<file path="src/rtl/cdc_handshake_tx_pkg.sv">
// Shared constants and helpers for the toggle req/ack source-side transmitter.
package cdc_hs_pkg;

    // Transmitter state encoding, kept as plain constants for legacy tools.
    localparam logic [0:0] ST_IDLE     = 1'b0;
    localparam logic [0:0] ST_WAIT_ACK = 1'b1;

    // Fewer than two flops cannot settle a metastable ack sample.
    localparam int SYNC_LENGTH_MIN = 2;

    // Width of a counter that must hold values 0..timeout (at least 1 bit).
    function automatic int cnt_width(input int timeout);
        int w;
        w = $clog2(timeout + 1);
        return (w < 1) ? 1 : w;
    endfunction

    // Synchronizer depth clamped to the safe minimum.
    function automatic int sync_stages(input int requested);
        return (requested < SYNC_LENGTH_MIN) ? SYNC_LENGTH_MIN : requested;
    endfunction

endpackage

</file>
<file path="src/rtl/cdc_handshake_tx_if.sv">
// Upstream valid/ready port, crossing bus and watchdog signals of the transmitter.
interface cdc_handshake_tx_if #(
    parameter int WIDTH = 8
);
    logic             in_valid;
    logic             in_ready;
    logic [WIDTH-1:0] in_data;
    logic [WIDTH-1:0] xfer_data;
    logic             xfer_req;
    logic             xfer_ack;
    logic             busy;
    logic             timeout_err;
    logic             err_clr;

    // Transmitter side: owns the held word, the req toggle and the status flags.
    modport master (
        input  in_valid,
        input  in_data,
        input  xfer_ack,
        input  err_clr,
        output in_ready,
        output xfer_data,
        output xfer_req,
        output busy,
        output timeout_err
    );

    // Environment side: upstream producer plus destination acknowledge.
    modport slave (
        output in_valid,
        output in_data,
        output xfer_ack,
        output err_clr,
        input  in_ready,
        input  xfer_data,
        input  xfer_req,
        input  busy,
        input  timeout_err
    );
endinterface

</file>
<file path="src/rtl/cdc_handshake_tx_sync_bit_arst.sv">
// Single-bit multi-flop synchronizer with asynchronous active-low reset.
// Also used by the destination-side receiver to bring xfer_req into its domain.
module sync_bit_arst
    import cdc_hs_pkg::*;
#(
    parameter int STAGES = 2
) (
    input  logic clk,
    input  logic rst_n,
    input  logic i_d,
    output logic o_q
);
    localparam int N = sync_stages(STAGES);

    (* ASYNC_REG = "TRUE" *) logic [N-1:0] r_sync;

    // Shift the asynchronous input through the chain; the last flop is the clean copy.
    always_ff @(posedge clk or negedge rst_n) begin
        if (!rst_n) begin
            r_sync <= '0;
        end else begin
            r_sync <= {r_sync[N-2:0], i_d};
        end
    end

    assign o_q = r_sync[N-1];
endmodule

</file>
<file path="src/rtl/cdc_handshake_tx.sv">
// Source-domain end of a two-phase (toggle) req/ack crossing.
// A word is accepted through valid/ready, held on xfer_data, announced by
// toggling xfer_req, and the next word is refused until the synchronized ack
// toggle matches req again. A watchdog flags an acknowledge that never arrives.
module cdc_handshake_tx
    import cdc_hs_pkg::*;
#(
    parameter int WIDTH       = 8,
    parameter int SYNC_LENGTH = 2,
    parameter int TIMEOUT     = 1024
) (
    input  logic              clk,
    input  logic              rst_n,
    cdc_handshake_tx_if.master bus
);
    localparam int CNT_W = cnt_width(TIMEOUT);

    logic [0:0]       r_state;
    logic             r_req;
    logic [WIDTH-1:0] r_data;
    logic             r_busy;
    logic             r_err;

    logic w_ack_s;
    logic w_ack_match;
    logic w_in_ready;
    logic w_accept;
    logic w_done;
    logic w_set;

    sync_bit_arst #(
        .STAGES (SYNC_LENGTH)
    ) u_ack_sync (
        .clk   (clk),
        .rst_n (rst_n),
        .i_d   (bus.xfer_ack),
        .o_q   (w_ack_s)
    );

    // Ready depends on registers only; a stale ack (destination reset or glitch)
    // keeps ready low so no transfer is launched against a mismatched toggle.
    assign w_ack_match = (w_ack_s == r_req);
    assign w_in_ready  = (r_state == ST_IDLE) && w_ack_match;
    assign w_accept    = bus.in_valid && w_in_ready;
    assign w_done      = (r_state == ST_WAIT_ACK) && w_ack_match;

    // Handshake FSM: data and req update on the same edge so the word is
    // already stable when the destination first sees the toggle.
    always_ff @(posedge clk or negedge rst_n) begin
        if (!rst_n) begin
            r_state <= ST_IDLE;
            r_req   <= 1'b0;
            r_data  <= '0;
            r_busy  <= 1'b0;
        end else if (w_accept) begin
            r_data  <= bus.in_data;
            r_req   <= ~r_req;
            r_state <= ST_WAIT_ACK;
            r_busy  <= 1'b1;
        end else if (w_done) begin
            r_state <= ST_IDLE;
            r_busy  <= 1'b0;
        end
    end

    generate
        if (TIMEOUT > 0) begin : g_wdog
            localparam logic [CNT_W-1:0] CNT_MAX  = CNT_W'(TIMEOUT);
            localparam logic [CNT_W-1:0] CNT_LAST = CNT_W'(TIMEOUT - 1);

            logic [CNT_W-1:0] r_cnt;

            // Count WAIT_ACK cycles since the accept, saturating at the limit.
            always_ff @(posedge clk or negedge rst_n) begin
                if (!rst_n) begin
                    r_cnt <= '0;
                end else if (w_accept) begin
                    r_cnt <= '0;
                end else if ((r_state == ST_WAIT_ACK) && (r_cnt != CNT_MAX)) begin
                    r_cnt <= r_cnt + CNT_W'(1);
                end
            end

            // Fires once, on the edge where the count reaches the limit.
            assign w_set = (r_state == ST_WAIT_ACK) && (r_cnt == CNT_LAST);
        end else begin : g_no_wdog
            assign w_set = 1'b0;
        end
    endgenerate

    // Sticky error: the state is never aborted since a toggle cannot be
    // retracted; a set on the same edge as a clear takes priority.
    always_ff @(posedge clk or negedge rst_n) begin
        if (!rst_n) begin
            r_err <= 1'b0;
        end else if (w_set) begin
            r_err <= 1'b1;
        end else if (bus.err_clr) begin
            r_err <= 1'b0;
        end
    end

    assign bus.in_ready    = w_in_ready;
    assign bus.xfer_data   = r_data;
    assign bus.xfer_req    = r_req;
    assign bus.busy        = r_busy;
    assign bus.timeout_err = r_err;
endmodule

</file>
<file path="src/flat_wrapper.sv">
// flat-port wrapper written by rule: the top's interface ports become plain ports
module cdc_handshake_tx_flat import cdc_hs_pkg::*;
#(
    parameter int WIDTH       = 8,
    parameter int SYNC_LENGTH = 2,
    parameter int TIMEOUT     = 1024
)
  (clk, rst_n, bus_in_valid, bus_in_data, bus_xfer_ack, bus_err_clr, bus_in_ready, bus_xfer_data, bus_xfer_req, bus_busy, bus_timeout_err);
  cdc_handshake_tx_if #(.WIDTH(WIDTH)) bus_i ();
  input  logic clk;
  input  logic rst_n;
  input wire logic [$bits(bus_i.in_valid)-1:0] bus_in_valid;
  input wire logic [$bits(bus_i.in_data)-1:0] bus_in_data;
  input wire logic [$bits(bus_i.xfer_ack)-1:0] bus_xfer_ack;
  input wire logic [$bits(bus_i.err_clr)-1:0] bus_err_clr;
  output wire logic [$bits(bus_i.in_ready)-1:0] bus_in_ready;
  output wire logic [$bits(bus_i.xfer_data)-1:0] bus_xfer_data;
  output wire logic [$bits(bus_i.xfer_req)-1:0] bus_xfer_req;
  output wire logic [$bits(bus_i.busy)-1:0] bus_busy;
  output wire logic [$bits(bus_i.timeout_err)-1:0] bus_timeout_err;
  assign bus_i.in_valid = bus_in_valid;
  assign bus_i.in_data = bus_in_data;
  assign bus_i.xfer_ack = bus_xfer_ack;
  assign bus_i.err_clr = bus_err_clr;
  assign bus_in_ready = bus_i.in_ready;
  assign bus_xfer_data = bus_i.xfer_data;
  assign bus_xfer_req = bus_i.xfer_req;
  assign bus_busy = bus_i.busy;
  assign bus_timeout_err = bus_i.timeout_err;
  cdc_handshake_tx #(.WIDTH(WIDTH), .SYNC_LENGTH(SYNC_LENGTH), .TIMEOUT(TIMEOUT)) u_core (.clk(clk), .rst_n(rst_n), .bus(bus_i));
endmodule
</file>
<file path="config.mk">
export PLATFORM = sky130hd
export DESIGN_NAME = cdc_handshake_tx_flat
export DESIGN_NICKNAME = d
export VERILOG_FILES = /design/src/rtl/cdc_handshake_tx_pkg.sv /design/src/rtl/cdc_handshake_tx_if.sv /design/src/rtl/cdc_handshake_tx_sync_bit_arst.sv /design/src/rtl/cdc_handshake_tx.sv /design/src/flat_wrapper.sv
export SDC_FILE = /design/constraint.sdc
export NUM_CORES = 1
export LEC_CHECK = 0
export ABC_AREA = 1
export CORE_MARGIN = 2
export CORE_UTILIZATION = 55
export DETAILED_ROUTE_END_ITERATION = 10
export GPL_ROUTABILITY_DRIVEN = 0
export PLACE_DENSITY = 0.88
export SLEW_MARGIN = 25
export SYNTH_ARGS = -nofsm -noshare
export SYNTH_HDL_FRONTEND = slang
export SYNTH_SLANG_ARGS = --single-unit
</file>
<file path="constraint.sdc">
create_clock -name clk -period 3 [get_ports clk]
set_input_delay 0.75 -clock clk [delete_from_list [all_inputs] [get_ports clk]]
set_output_delay 0.75 -clock clk [all_outputs]
set_load 0.05 [all_outputs]
</file>
==> reports/metrics.cfg <==
[routing]
drc = 0
wl_per_cell_um = 12.7
vias = 1072
drt_wl_total_mm = 2.64
ant_nets = 0
drtIter0Drc = 14
viasPerCell = 5.18
firstDrtPassIters = 4

[timing]
fin_hold_ws_ns = 0.366
rsz0062_at_grt = false
finalHoldViolations = 0
fmax_mhz = 384
worst_slew_pin_slew_ns = 0.506
drv_slew = 0
fin_tns_setup_ns = 0
max-slew-margin-rel_pct = 66.1
finalSetupViolCount = 0
fin_skew_ns = 0.0118
fin_crit_sh_pct = 86.9
min_period_ns = 2.61

[yosys]
ys_top_cells_by_area = dfrtp_1 (44%), nand2_1 (16%), nand4_2 (5.5%), nand3_2 (4.4%), inv_1 (3.6%)
ys_ff_latch = 24
yosysMostFrequentCell = nand2_1
yosysUniqueCellTypes = 23
dominantRegCellSynth = dfrtp_1
synth_top_area_share_pct = 44.2
syn_area_mm2 = 0.00136
synth_edf_count = 0
syn_area_per_cell_um2 = 8.93
yosys.area.top_type = dfrtp_1
seq_area_frac_synth_pct = 44.2
yosysWarnings = 0
syn_inst = 152
ys_top_cells_by_count = nand2_1 (58), dfrtp_1 (24), inv_1 (13)
synth-async-reset-ratio_pct = 100
syn-num-nets = 167

[placed_design]
place_hpwl_mm = 1.99
place_area_mm2 = 0.00160
port-buffer-count = 24

[critical_path]
required_ns = 2.25
crit_fanout = 4
arrival_ns = 1.86
critPathLaunchType = flop
r2r-start = u_core.bus.xfer_req
worstSetupPathType = flop to primary output
end_kind = primary output
crit_path_start = u_core.bus.xfer_req
r2r_cells = 6

[final_layout]
synthToLayoutAreaGrowth_pct = 19.5
layout.nets = 194
final_core_util_pct = 67.3
final_area_mm2 = 0.00162
nFillCells = 181
drive_above_1_share_pct = 15.8
num_antenna_cells = 0

[cts]
cts_tree = built
worstSkewPairLatency_ns = 0.30
clock_tree.root_cell = clkbuf_4
clk_pin_slew_ns = 0.13
cts-resized-gates = 0
clk_path_buf_depth = 2
postCtsSetupBuffers = 0
cts_buffers = 3
cts_hold_buf = 0
numClockSinks = 24
h-tree-depth = 1

[floorplan]
die-width_um = 53.7
rows = 18
initial_utilization_pct = 56.3
io_pins = 25
die-area_mm2 = 0.00288
coreArea_mm2 = 0.00241
die_h_um = 53.7

[global_routing]
met2_usage_pct = 40.0
gr-total-overflow = 0
grt_max_degree = 25
met3_usage_pct = 5.56
grtUsageTotal_pct = 21.4
grt_pass1_wl_mm = 4.44
grt_pass1_vias = 1123
busiest_layer = met2
grtUsageMet1_pct = 22.3
antenna_found_initial = 0

[min_path]
hold_path_class = flop to flop
hold_path_depth = 0
hold_start = u_core.u_ack_sync.r_sync[0]

[outcome]
status = completed

[flow_run]
maxCapViolations = 0

[power]
leakagePower_nw = 0.774
worst_ir_drop_vdd_mv = 0.916
powerDensity_mw_per_mm2 = 875

path summary, 6_finish.rpt:
kind / slack, ns / to
setup reg to reg: 1.26 / u_core.g_wdog.r_cnt[5]
setup / recovery: 0.39 / bus_in_ready
hold / removal: 0.37 / u_core.u_ack_sync.r_sync[1]
hold reg to reg: 0.37 / u_core.u_ack_sync.r_sync[1]
min in group asynchronous: 0.78 / u_core.g_wdog.r_cnt[9]
max in group asynchronous: 1.97 / u_core.bus.xfer_data[4]
through the flow:
step | power [mW] | worst slack (ns) | std cells
after floorplan | 1.07 | 0.758 | 152
after global placement | 1.26 | 0.781 | 204
after detailed placement | 1.29 | 0.761 | 204
after CTS | 1.43 | 0.395 | 207
after global routing | 1.50 | 0.340 | 207
final | 1.42 | 0.393 | 207
routing by layer:
metal  vias to the layer above  part of all wire (%)
met5                         -                     0
met4                         0                  0.99
met3                         4                   4.9
met2                        31                    51
met1                       504                    43
li1                        533                     -
cell type report:
cell class	instances	area, um2	area share [%]
tap	30	37.5	2.31
sequential	24	601	37.0
multi-input combinational	109	634	39.1
timing repair buffer	26	255	15.7
inverter	15	72.6	4.47
clock buffer	3	22.5	1.39
cells in the final DEF (no fill, tap or decap), drive strengths merged:
| cell | netlist | final |
|---|---|---|
| xor2 | 4 | 4 |
| dfrtp | 24 | 24 |
| nand4 | 10 | 10 |
| ha | 2 | 2 |
| buf | 3 | 2 |
| inv | 14 | 14 |
| clkdlybuf4s50 | 0 | 24 |
| bufinv | 1 | 1 |
| xnor2 | 2 | 2 |
| nand2 | 59 | 59 |
| o21ai | 5 | 5 |
| o22ai | 1 | 1 |
| clkbuf | 1 | 3 |
| nor2 | 13 | 13 |
| nand3 | 13 | 13 |
power by group:
part	internal, mW	total (mW)	switching, mW
Combinational	0.270	0.797	0.527
Sequential	0.409	0.487	0.0775
Clock	0.0468	0.136	0.0896
flip-flops by register name, summed over array words and instances, names as in the netlist:
signal / cells
u_core.u_ack_sync.r_sync: 2
u_core.bus.xfer_data: 8
u_core.g_wdog.r_cnt: 11
u_core.bus.timeout_err: 1
u_core.bus.busy: 1
u_core.bus.xfer_req: 1
critical path, cell delays in order, from the launching register on:
cell	delay (ns)
dfrtp_1	0.46
xor2_1	0.19
nor2_1	0.09
clkdlybuf4s50_1	0.80
cells by family (layout without fill, tap and decap cells):
logic type | after synthesis | after routing | share of synthesized area (%)
AND/OR/NAND/NOR | 95 | 95 | 38.7
flip-flops | 24 | 24 | 44.2
buffers and inverters | 19 | 44 | 9.03
AO/OA/AOI/OAI | 6 | 6 | 2.30
XOR/XNOR | 6 | 6 | 3.87
adder cells (fa/ha/maj) | 2 | 2 | 1.84
Power figures use the tool's default switching activity.
